===== src/rtl/param_shift_pkg.sv =====
// param_shift_pkg: mode and FSM state encodings shared by the shift unit
package param_shift_pkg;
  localparam logic [1:0] MODE_LOG = 2'b00;
  localparam logic [1:0] MODE_ARI = 2'b01;
  localparam logic [1:0] MODE_ROT = 2'b10;
  localparam logic [1:0] MODE_SER = 2'b11;
  typedef enum logic [1:0] {S_IDLE = 2'd0, S_SHIFT = 2'd1, S_DONE = 2'd2} state_t;
endpackage


===== src/rtl/param_shift_unit_step.sv =====
// shift_step: combinational one-position shift in the selected mode and direction
module shift_step
  import param_shift_pkg::*;
#(
  parameter int WIDTH = 12
) (
  input  logic [WIDTH-1:0] q,
  input  logic             dir,
  input  logic [1:0]       mode,
  input  logic             sin,
  output logic [WIDTH-1:0] q_next,
  output logic             bit_out
);
  logic fill_l, fill_r;
  always_comb begin
    fill_l  = mode == MODE_ROT ? q[WIDTH-1] : mode == MODE_SER ? sin : 1'b0;
    fill_r  = mode == MODE_ARI ? q[WIDTH-1] : mode == MODE_ROT ? q[0] : mode == MODE_SER ? sin : 1'b0;
    q_next  = dir ? {q[WIDTH-2:0], fill_l} : {fill_r, q[WIDTH-1:1]};
    bit_out = dir ? q[WIDTH-1] : q[0];
  end
endmodule


===== src/rtl/param_shift_unit.sv =====
// param_shift_unit: load/start/busy/done shift register, one step per clock
module param_shift_unit
  import param_shift_pkg::*;
#(
  parameter int WIDTH = 12,
  localparam int CNT_W = $clog2(WIDTH + 1)
) (
  input  logic             clk,
  input  logic             rst,
  input  logic             L,
  input  logic [WIDTH-1:0] D,
  input  logic             start,
  input  logic             E,
  input  logic [1:0]       mode,
  input  logic [CNT_W-1:0] amt,
  input  logic             sin,
  output logic [WIDTH-1:0] Q,
  output logic             sout,
  output logic             busy,
  output logic             done
);
  state_t state, state_n;
  logic [CNT_W-1:0] cnt, amt_c;
  logic dir_r, bit_out, go;
  logic [1:0] mode_r;
  logic [WIDTH-1:0] q_next;
  shift_step #(.WIDTH(WIDTH)) u_step (
    .q(Q), .dir(dir_r), .mode(mode_r), .sin(sin), .q_next(q_next), .bit_out(bit_out)
  );
  assign busy = state == S_SHIFT;
  assign done = state == S_DONE;
  always_comb begin
    amt_c   = amt > CNT_W'(WIDTH) ? CNT_W'(WIDTH) : amt;
    go      = state == S_IDLE && !L && start;
    state_n = go ? (amt_c == '0 ? S_DONE : S_SHIFT)
            : state == S_SHIFT ? (cnt == CNT_W'(1) ? S_DONE : S_SHIFT)
            : S_IDLE;
  end
  always_ff @(posedge clk) begin
    if (rst) begin
      state  <= S_IDLE;
      Q      <= '0;
      sout   <= 1'b0;
      cnt    <= '0;
      dir_r  <= 1'b0;
      mode_r <= MODE_LOG;
    end else begin
      state <= state_n;
      if (state == S_IDLE && L) Q <= D;
      if (go) begin
        cnt    <= amt_c;
        dir_r  <= E;
        mode_r <= mode;
      end
      if (state == S_SHIFT) begin
        Q    <= q_next;
        sout <= bit_out;
        cnt  <= cnt - CNT_W'(1);
      end
    end
  end
endmodule


===== config.mk =====
export PLATFORM = sky130hd
export DESIGN_NAME = param_shift_unit
export DESIGN_NICKNAME = d
export VERILOG_FILES = /design/src/rtl/param_shift_pkg.sv /design/src/rtl/param_shift_unit_step.sv /design/src/rtl/param_shift_unit.sv
export SDC_FILE = /design/constraint.sdc
export NUM_CORES = 1
export LEC_CHECK = 0
export BUFFER_PORTS_ARGS = -buffer_cell sky130_fd_sc_hd__buf_2
export CAP_MARGIN = 20
export CORE_MARGIN = 5
export CORE_UTILIZATION = 45
export CTS_CLUSTER_SIZE = 10
export DETAILED_ROUTE_END_ITERATION = 8
export HOLD_SLACK_MARGIN = 0.08
export PLACE_DENSITY = 0.74
export SYNTH_ARGS = -nofsm -noshare
export SYNTH_HDL_FRONTEND = slang
export SYNTH_HIERARCHICAL = 1
export SYNTH_SLANG_ARGS = --single-unit

===== constraint.sdc =====
create_clock -name clk -period 1.35 [get_ports clk]
set_clock_uncertainty 0.05 [all_clocks]
set_input_delay 0.135 -clock clk [delete_from_list [all_inputs] [get_ports clk]]
set_output_delay 0.135 -clock clk [all_outputs]
set_load 0.01 [all_outputs]

==> results of run 1 <==
final cells by class:
cell class	instances	area, um^2	area share, %
Clock buffer	3	22.5	1.35
Clock inverter	1	30.0	1.80
Inverter	7	32.5	1.95
Multi-Input combinational cell	103	756	45.2
Sequential cell	22	445	26.6
Tap cell	31	38.8	2.32
Timing Repair Buffer	54	347	20.7
power by group:
group	leakage, uW	switching [uW]	internal, uW
Clock	0.0000279	214	300
Combinational	0.000515	228	252
Sequential	0.000183	65.6	711
Total	0.000726	507	1260
state kept, by name (all words and copies together) (netlist names):
name / cells
dir_r: 1
Q: 12
sout: 1
state: 2
mode_r: 2
cnt: 4
placed cells by master, fill, tap and decap left out, types with 5 or more instances in the layout:
master / instances
inv_1: 5
o22ai_1: 8
mux2_4: 7
a21oi_1: 7
nor2_1: 21
buf_2: 37
dfxtp_1: 18
nand2_1: 10
a211oi_1: 12
buf_4: 10
stage by stage:
step                util, %  area, um^2
finish                 60.6        1670
global route           60.6        1670
CTS                    58.3        1610
detailed placement     54.2        1490
global placement       54.2        1490
floorplan                 -        1290
per-layer routing:
metal | vias up | track usage, %
met5 | - | 0
met4 | 0 | 5.71
met3 | 2 | 3.20
met2 | 32 | 28.4
met1 | 587 | 21.2
li1 | 618 | -
cells by family (layout without fill, tap and decap cells):
group           Yosys count  after routing  synth area share, %
simple gates             46             46                 18.4
compound gates           42             42                 23.3
flops                    22             22                 34.2
buf+inv                  19             65                 8.85
mux                      13             13                 13.2
fa+ha+maj                 2              2                 1.95
how the worst max path moves through the flow:
stage                         from       end  slack (ns)
after floorplan           state[0]  state[0]        0.01
after global placement    state[1]  state[0]        0.05
after detailed placement  state[0]     Q[11]       -0.03
after CTS                 state[1]  state[0]       -0.02
after global routing      state[1]  state[0]       -0.07
final                     state[1]  state[0]       -0.03
what timing repair did:
item / CTS / global route
setup endpoints to repair: 7 / 15
gates cloned: 0 / 0
endpoints found under the hold margin: 4 / 0
hold buffers: 4 / 0
pin swaps: 0 / 1
setup buffers: 0 / 5
resized for setup: 6 / 7
worst max-delay path, delay by kind of cell (launching register included):
family	cells	cell delay (ns)
AOI/OAI and AO/OA	1	0.22
DFF	1	0.39
and+or+nand+nor	2	0.66
==> metrics.txt, run 1 <==
status=finished, violations left; violated checks=negative setup slack; vias in the first global route=1240; Cell variety after synth=33; crit share post-route=102%; port buffer count=38; Final ANT Viol Nets=0; Initial Utilization=46.6%; Crit. End Element=register; Avg Inst Size Synth=8.93 um^2; routability cong.=just over 0.8; 1st-pass router iterations=4; f_max=723 MHz; total power=1770 uW; Longest Clk Path Bufs=2; io pins=39; die footprint=4030 um^2; hpwl dp=between 2000 and 2500 um; Synth area leader=dfxtp_1; chip width=63.5 um; syn_nets=170; setup TNS=-0.0328 ns; drt first-iter violations=73; Worst Hold Class=in -> reg; CTS tree=built; reg2reg path depth=3; Final #Nets=217; hold wc startpoint=amt[1]; Synth async-reset ratio=0%; crit path DAT=1.58 ns; Seq/Total Area, Yosys=34.2%; share of layout cells above drive strength 1=between 40% and 50%; Pleak=0.000726 uW; insertion delay to the later sink of the worst-skew pair=0.31 ns; Top Metal Used=met4; top cells by count, synth=22 x dfxtp_1, 21 x nor2_1, 12 x a211oi_1; area delta synth->final=30.0%; final setup fails=1; pwr dens=1060 nW/um^2; R2R Path End=state[0]; Slowest cell on crit path=or4b_4; CTS root buf=clkbuf_4; Slew Viols, Final=0; Final WS setup=-0.0328 ns; top-area cell type share of the netlist area=34.2%; H-Tree Level Count=1; row count=19; CTS Buf Count=3; initial antenna violation count=0; worst r2r src=state[1]; YS warnings=6; Tmin final=about 1.4 ns; wl on met1=between 1500 and 2000 um; pre-CTS setup slack=-0.0340 ns; Fillers=250; mapped cell area=1290 um^2; residual DRC count=0; All-Layer GR Usage=16.8%; n_diodes=0; Finished Layout Cells=221; vias per inst=5.61; Worst VDD drop=0.000864 V; worst rel slew slack=71.3%; RSZ-0062 raised after global routing=true; Area contributors post-synth=dfxtp_1 34%, mux2_4 8.2%, a211oi_1 7.0%; CP max stage delay=about 0.58 ns; flops & latches, synth=22; core area=around 2800 um^2; Main synth FF type=dfxtp_1; die height=~63 um; Crit path required time=between 1.5 and 2 ns; Fin Hold WS=0.0931 ns; Fin. Hold Viols=0; metal2 WL=1780 um; clock sink count=22; Max Cap Viol=0; most frequent cell after synthesis=dfxtp_1; FF-to-FF setup slack=-0.03 ns; wire length per cell=16.0 um; Overflow after GRT=0; synthesized instance count=~140; largest net degree at the start of global routing=23; CP Cell Sequence=or4b_4 -> o22a_1 -> nor2_1; Worst Hold Depth=3; Crit Path Class=reg -> reg; Startpoint Class=register; met3 WL post-DR=about 170 um; number of cells after detailed placement=208; Post-synth EDFFs=0; Vias=1239; Endpoint, Worst Hold=cnt[1]; Crit Path Max Fanout=8; detailed-route wire length=3540 um; Slew @ Worst Pin=0.430 ns; clock-pin slew on the worst setup and hold paths=0.14 ns; first-pass GRT wire length=5600 um
(Power assumes the default switching activity.)
==> inputs of run 2 (changes only) <==
- CELL_PAD_IN_SITES_DETAIL_PLACEMENT: default -> 0
- CELL_PAD_IN_SITES_GLOBAL_PLACEMENT: default -> 2
- CORE_UTILIZATION: 45 -> 26
- PLACE_DENSITY: 0.74 -> default
- PLACE_DENSITY_LB_ADDON: default -> 0.1
==> run 2 against run 1 <==
  * The run still ends with negative setup slack left
  * Sequential power is essentially flat
  * Non-clock buffer count down 2
  * Clock power up 23%
  * Die area up 60%
  * Critical endpoint unchanged
==> metrics.txt, run 2 (synthesized netlist as in run 1, its figures left out) <==
status=finished, violations left; violated checks=negative setup slack; vias per inst=4.79 (-15%); insertion delay to the later sink of the worst-skew pair=0.27 ns (-0.04 ns); Overflow after GRT=0 (unchanged); max reg flops=12 (unchanged); CTS tree=built; routability cong.=0.761 (-7.7%); Slew @ Worst Pin=0.463 ns (+0.0325 ns); combinational power share=24.4% (-2.7 points); Finished Layout Cells=255 (+15%); register area=448 um^2 (+0.56%); Crit. End Element=register; RSZ-0062 raised after global routing=true; n_diodes=0 (unchanged); final setup fails=1 (unchanged); clock-pin slew on the worst setup and hold paths=0.09 ns (-0.05 ns); Final ANT Viol Nets=0 (unchanged); multi-input logic area=738 um^2 (-2.3%); GR Layer Usage met3=3.70% (+0.50 points); met1 Use GR=16.6% (-4.6 points); placed inst area=1550 um^2 (+3.5%); Clock power frac=33.9% (+4.9 points); Fin. Hold Viols=0 (unchanged); commonest non-fill, non-tap cells in the layout=38 x buf_2, 21 x nor2_1, 18 x dfxtp_1, 12 x a211oi_1, 10 x nand2_1; met2 Usage GRT=18.5% (-9.9 points); top flop regs=Q (12), cnt (4); die height=80.3 um (+27%); Crit Path Max Fanout=8 (unchanged); H-Tree Level Count=1 (unchanged); P_int=1340 uW (+6.1%); pwr dens=1100 nW/um^2 (+3.7%); crit path DAT=1.53 ns (-0.05 ns); first-pass GRT wire length=6030 um (+7.8%); Net Switching=521 uW (+2.7%); largest net degree at the start of global routing=23 (unchanged); chip width=80.3 um (+27%); CTS root buf=clkbuf_8; pre-CTS setup slack=-0.0178 ns (+0.0162 ns); Vias=1221 (-1.5%); drt first-iter violations=33 (-55%); 1st-pass router iterations=4 (unchanged); CTS Buf Count=3 (unchanged); vias in the first global route=1203 (-3.0%); area delta synth->final=31.7%; wire length per cell=14.9 um (-6.8%); crit share post-route=103% (+0.63 points); Tmin final=1.39 ns (+0.00846 ns); Longest Clk Path Bufs=2 (unchanged); Worst VDD drop=0.000575 V (-33%); detailed-route wire length=3800 um (+7.5%); register with the most flip-flops=Q; cell area after layout=1690 um^2 (+1.3%); Fillers=533 (+110%); f_max=719 MHz (-0.61%); number of cells after detailed placement=245 (+18%); core area=4750 um^2 (+72%); die footprint=6450 um^2 (+60%); Pleak=0.000716 uW (-1.4%); io pins=39 (unchanged); Initial Utilization=27.1% (-20 points); sw frac=28.0% (-0.67 points); initial antenna violation count=0 (unchanged); port buffer count=38 (unchanged); share of layout cells above drive strength 1=39.9% (-0.63 points); Worst Hold Class=in -> reg; Crit Path Class=reg -> reg; Max Cap Viol=0 (unchanged); Crit path required time=1.49 ns (-0.06 ns); clock sink count=22 (unchanged); Startpoint Class=register; Seq pwr share=41.7% (-2.2 points); worst rel slew slack=69.1% (-2.2 points); hpwl dp=2760 um (+11%); Final WS setup=-0.0412 ns (-0.00846 ns); residual DRC count=0 (unchanged); Fin Hold WS=0.135 ns (+0.0417 ns); grt peak-use layer=met2; setup TNS=-0.0412 ns (-0.00846 ns); Final #Nets=215 (-0.92%); All-Layer GR Usage=12.1% (-4.7 points); most common cell after layout, fill and taps aside=buf_2; Slew Viols, Final=0 (unchanged); row count=25 (+6)
-- run 2: changes by cell type in the layout (fill, tap and decap cells not counted), sizes merged --
| cell | previous run | this run |
|---|---|---|
| dlygate4sd3 | 4 | 3 |
| buf | 50 | 49 |
-- run 2: final timing paths --
check | startpoint | slack (ns) | to | cells past startpoint
max | state[1] | -0.04 | state[0] | 3
min | amt[1] | 0.13 | cnt[1] | 3
max reg2reg | state[1] | -0.04 | state[0] | 3
min reg2reg | sout | 0.41 | sout | 2
-- run 2: metal layers --
layer | share of wire, % | up-vias
met5 | 0 | -
met4 | 0.66 | 0
li1 | - | 616
met3 | 6.0 | 2
met2 | 45 | 32
met1 | 49 | 571
-- run 2: what timing repair did --
item / 4_1_cts / 5_1_grt
endpoints found under the setup margin: 8 / 15
setup buffers: 1 / 2
hold buffers: 3 / 0
endpoints found under the hold margin: 3 / 0
pin swaps: 0 / 1
gates resized for setup: 4 / 6
-- run 2: per-stage QoR --
step	utilization, %	power (uW)
2_1_floorplan	-	1070
3_3_place_gp	32.5	1220
3_5_place_dp	32.5	1230
4_1_cts	35.0	1880
5_1_grt	35.6	1980
6_report	35.6	1860
-- run 2: final cells by class --
type | instances | area share, %
Multi-Input combinational cell | 103 | 43.6
Sequential cell | 22 | 26.4
Timing Repair Buffer | 52 | 19.1
Inverter | 7 | 1.77
Clock inverter | 1 | 1.77
Tap cell | 67 | 4.95
Clock buffer | 3 | 2.44
-- run 2: power groups by stage --
stage | sequential, uW | combinational [uW] | clock [uW]
finish | 775 | 455 | 631
floorplan | 791 | 282 | 0
CTS | 774 | 449 | 659
global placement | 789 | 433 | 0
global route | 786 | 503 | 691
detailed placement | 790 | 435 | 0
-- run 2: worst max-delay path: stages, from the launching register on --
cell	delay (ns)
dfxtp_4	0.37
or4b_4	0.58
o22a_1	0.22
nor2_1	0.10
==> inputs of run 3 (changes only) <==
- BUFFER_PORTS_ARGS: -buffer_cell sky130_fd_sc_hd__buf_2 -> -buffer_cell sky130_fd_sc_hd__clkbuf_2
==> run 3 against run 2 <==
  * Maximum frequency up 1.0%
  * Sequential cell count unchanged
  * Critical endpoint unchanged
  * Largest power group unchanged
  * Register-to-register slack about the same
  * The run still ends with negative setup slack left
  * First-iteration DRC count up 61%
  * Critical path depth unchanged
  * Count of clock-buffer cells in the layout unchanged
  * Via count down 0.90%
  * Sequential share of layout area about the same
  * Cell count down 0.39%
  * Die area unchanged
  * Sequential power about the same
==> metrics.txt, run 3 (synthesized netlist as in run 1, its figures left out) <==
All-Layer GR Usage=12.3% (+0.13 points); die footprint=6450 um^2 (unchanged); vias in the first global route=1221 (+1.5%); RSZ-0062 raised after global routing=true; sw frac=28.6% (+0.63 points); Vias=1210 (-0.90%); status=finished, violations left; residual DRC count=0 (unchanged); Final WS setup=-0.0274 ns (+0.0139 ns); CTS tree=built; port buffer count=38 (unchanged); most common cell after layout, fill and taps aside=clkbuf_2; initial antenna violation count=0 (unchanged); combinational power share=24.4% (about the same); Crit Path Class=reg -> reg; Clock power frac=34.2% (+0.3 points); drt first-iter violations=53 (+61%); Final ANT Viol Nets=0 (unchanged); Worst Hold Class=in -> reg; Crit Path Max Fanout=8 (unchanged); worst r2r src=state[0]; total power=1880 uW (+0.88%); Overflow after GRT=0 (unchanged); final setup fails=2 (+1); Slew Viols, Final=0 (unchanged); Crit path required time=1.50 ns (about the same); n_diodes=0 (unchanged); register area=448 um^2 (unchanged); area delta synth->final=31.9%; largest net degree at the start of global routing=23 (unchanged); detailed-route wire length=3860 um (+1.6%); Seq pwr share=41.4% (-0.3 points); reg2reg path depth=3 (unchanged); Tmin final=1.38 ns (-0.0139 ns); row count=25 (unchanged); register with the most flip-flops=Q; vias per inst=4.76 (-0.51%); worst rel slew slack=64.3% (-4.8 points); violated checks=negative setup slack; Crit. End Element=register; Slew @ Worst Pin=0.535 ns (+0.0723 ns); clock sink count=22 (unchanged); Initial Utilization=27.1% (unchanged); H-Tree Level Count=1 (unchanged); Max Cap Viol=0 (unchanged); P_int=1340 uW (about the same); die height=80.3 um (unchanged); routability cong.=0.739 (-3.0%); fin util=35.7% (+0.053 points); pre-CTS setup slack=-0.0315 ns (-0.0138 ns); 1st-pass router iterations=4 (unchanged); wire length per cell=15.2 um (+2.0%); crit path DAT=1.53 ns (about the same); hpwl dp=2760 um (+0.15%); commonest non-fill, non-tap cells in the layout=38 x clkbuf_2, 20 x nor2_1, 18 x dfxtp_1, 12 x a211oi_1, 10 x nand2_1; Startpoint Class=register; core area=4750 um^2 (unchanged); hold wc startpoint=D[9]; io pins=39 (unchanged); Endpoint, Worst Hold=Q[9]; Finished Layout Cells=254 (-0.39%); first-pass GRT wire length=6150 um (+2.1%); Longest Clk Path Bufs=2 (unchanged); f_max=726 MHz (+1.0%); Net Switching=537 uW (+3.2%); number of cells after detailed placement=245 (unchanged); share of layout cells above drive strength 1=40.1% (+0.21 points); CTS Buf Count=3 (unchanged); insertion delay to the later sink of the worst-skew pair=0.27 ns (about the same); max reg flops=12 (unchanged); R2R Path End=state[0]; Worst Hold Depth=3 (unchanged); Worst VDD drop=0.000578 V (+0.49%); top flop regs=Q (12), cnt (4); pwr dens=1110 nW/um^2 (+0.74%); multi-input logic area=752 um^2 (+1.9%); Fillers=519 (-2.6%); Fin. Hold Viols=0 (unchanged); chip width=80.3 um (unchanged); CTS root buf=clkbuf_8; FF-to-FF setup slack=-0.03 ns (about the same); crit share post-route=102% (-1.0 points); Final #Nets=214 (-0.47%); Pleak=0.000708 uW (-1.2%); clock-pin slew on the worst setup and hold paths=0.09 ns (about the same)
-- run 3: worst max-delay path, stage by stage, from the launching register on --
cell and delay (ns):
dfxtp_2 0.34, or4b_4 0.60, o22a_1 0.22, nor2_1 0.09
-- run 3: what timing repair did --
action / CTS / global route
pin swaps: 0 / 3
buffers inserted: 1 / 0
endpoints found under the setup margin: 2 / 17
resized for setup: 4 / 9
hold buffers: 3 / 0
hold endpoints to repair: 3 / 0
cloned: 0 / 1
-- run 3: layout make-up --
type / count / share of cell area (%)
repair inverters: 1 / 0.442
inverters: 7 / 1.77
flip-flops and latches: 22 / 26.4
well taps: 67 / 4.94
repair buffers: 50 / 17.9
clock buffers: 3 / 2.43
multi-input cells: 103 / 44.3
clock inverters: 1 / 1.77
-- run 3: power by group through the flow --
stage / sequential [uW] / clock (uW) / combinational (uW)
after floorplan: 791 / 0 / 282
after global placement: 791 / 0 / 433
after detailed placement: 793 / 0 / 433
after CTS: 776 / 665 / 447
after global routing: 788 / 703 / 504
final: 777 / 643 / 458
-- run 3: per-layer routing --
layer  up-vias  wire (um)  GRT usage (%)
li1        612          -              -
met4         0         39           3.04
met1       562       1910           16.2
met3         4        223           4.37
met5         -          0              0
met2        32       1690           18.9
-- run 3: how the worst max path moves through the flow --
stage | startpoint | cells past startpoint | slack [ns] | end
floorplan | state[0] | 4 | 0.01 | state[0]
global placement | state[1] | 3 | 0.009 | state[0]
detailed placement | state[1] | 3 | -0.03 | state[0]
CTS | state[0] | 3 | -0.04 | state[0]
global route | state[1] | 3 | -0.11 | state[0]
finish | state[0] | 3 | -0.03 | state[0]
-- run 3: metrics by stage --
stage | hold slack [ns] | cell area [um^2] | setup TNS (ns)
5_1_grt | 0.107 | 1700 | -0.249
4_1_cts | 0.108 | 1670 | -0.0427
3_3_place_gp | 0.315 | 1550 | 0
3_5_place_dp | 0.315 | 1550 | -0.0315
6_report | 0.122 | 1700 | -0.0401
2_1_floorplan | 0.158 | 1290 | 0
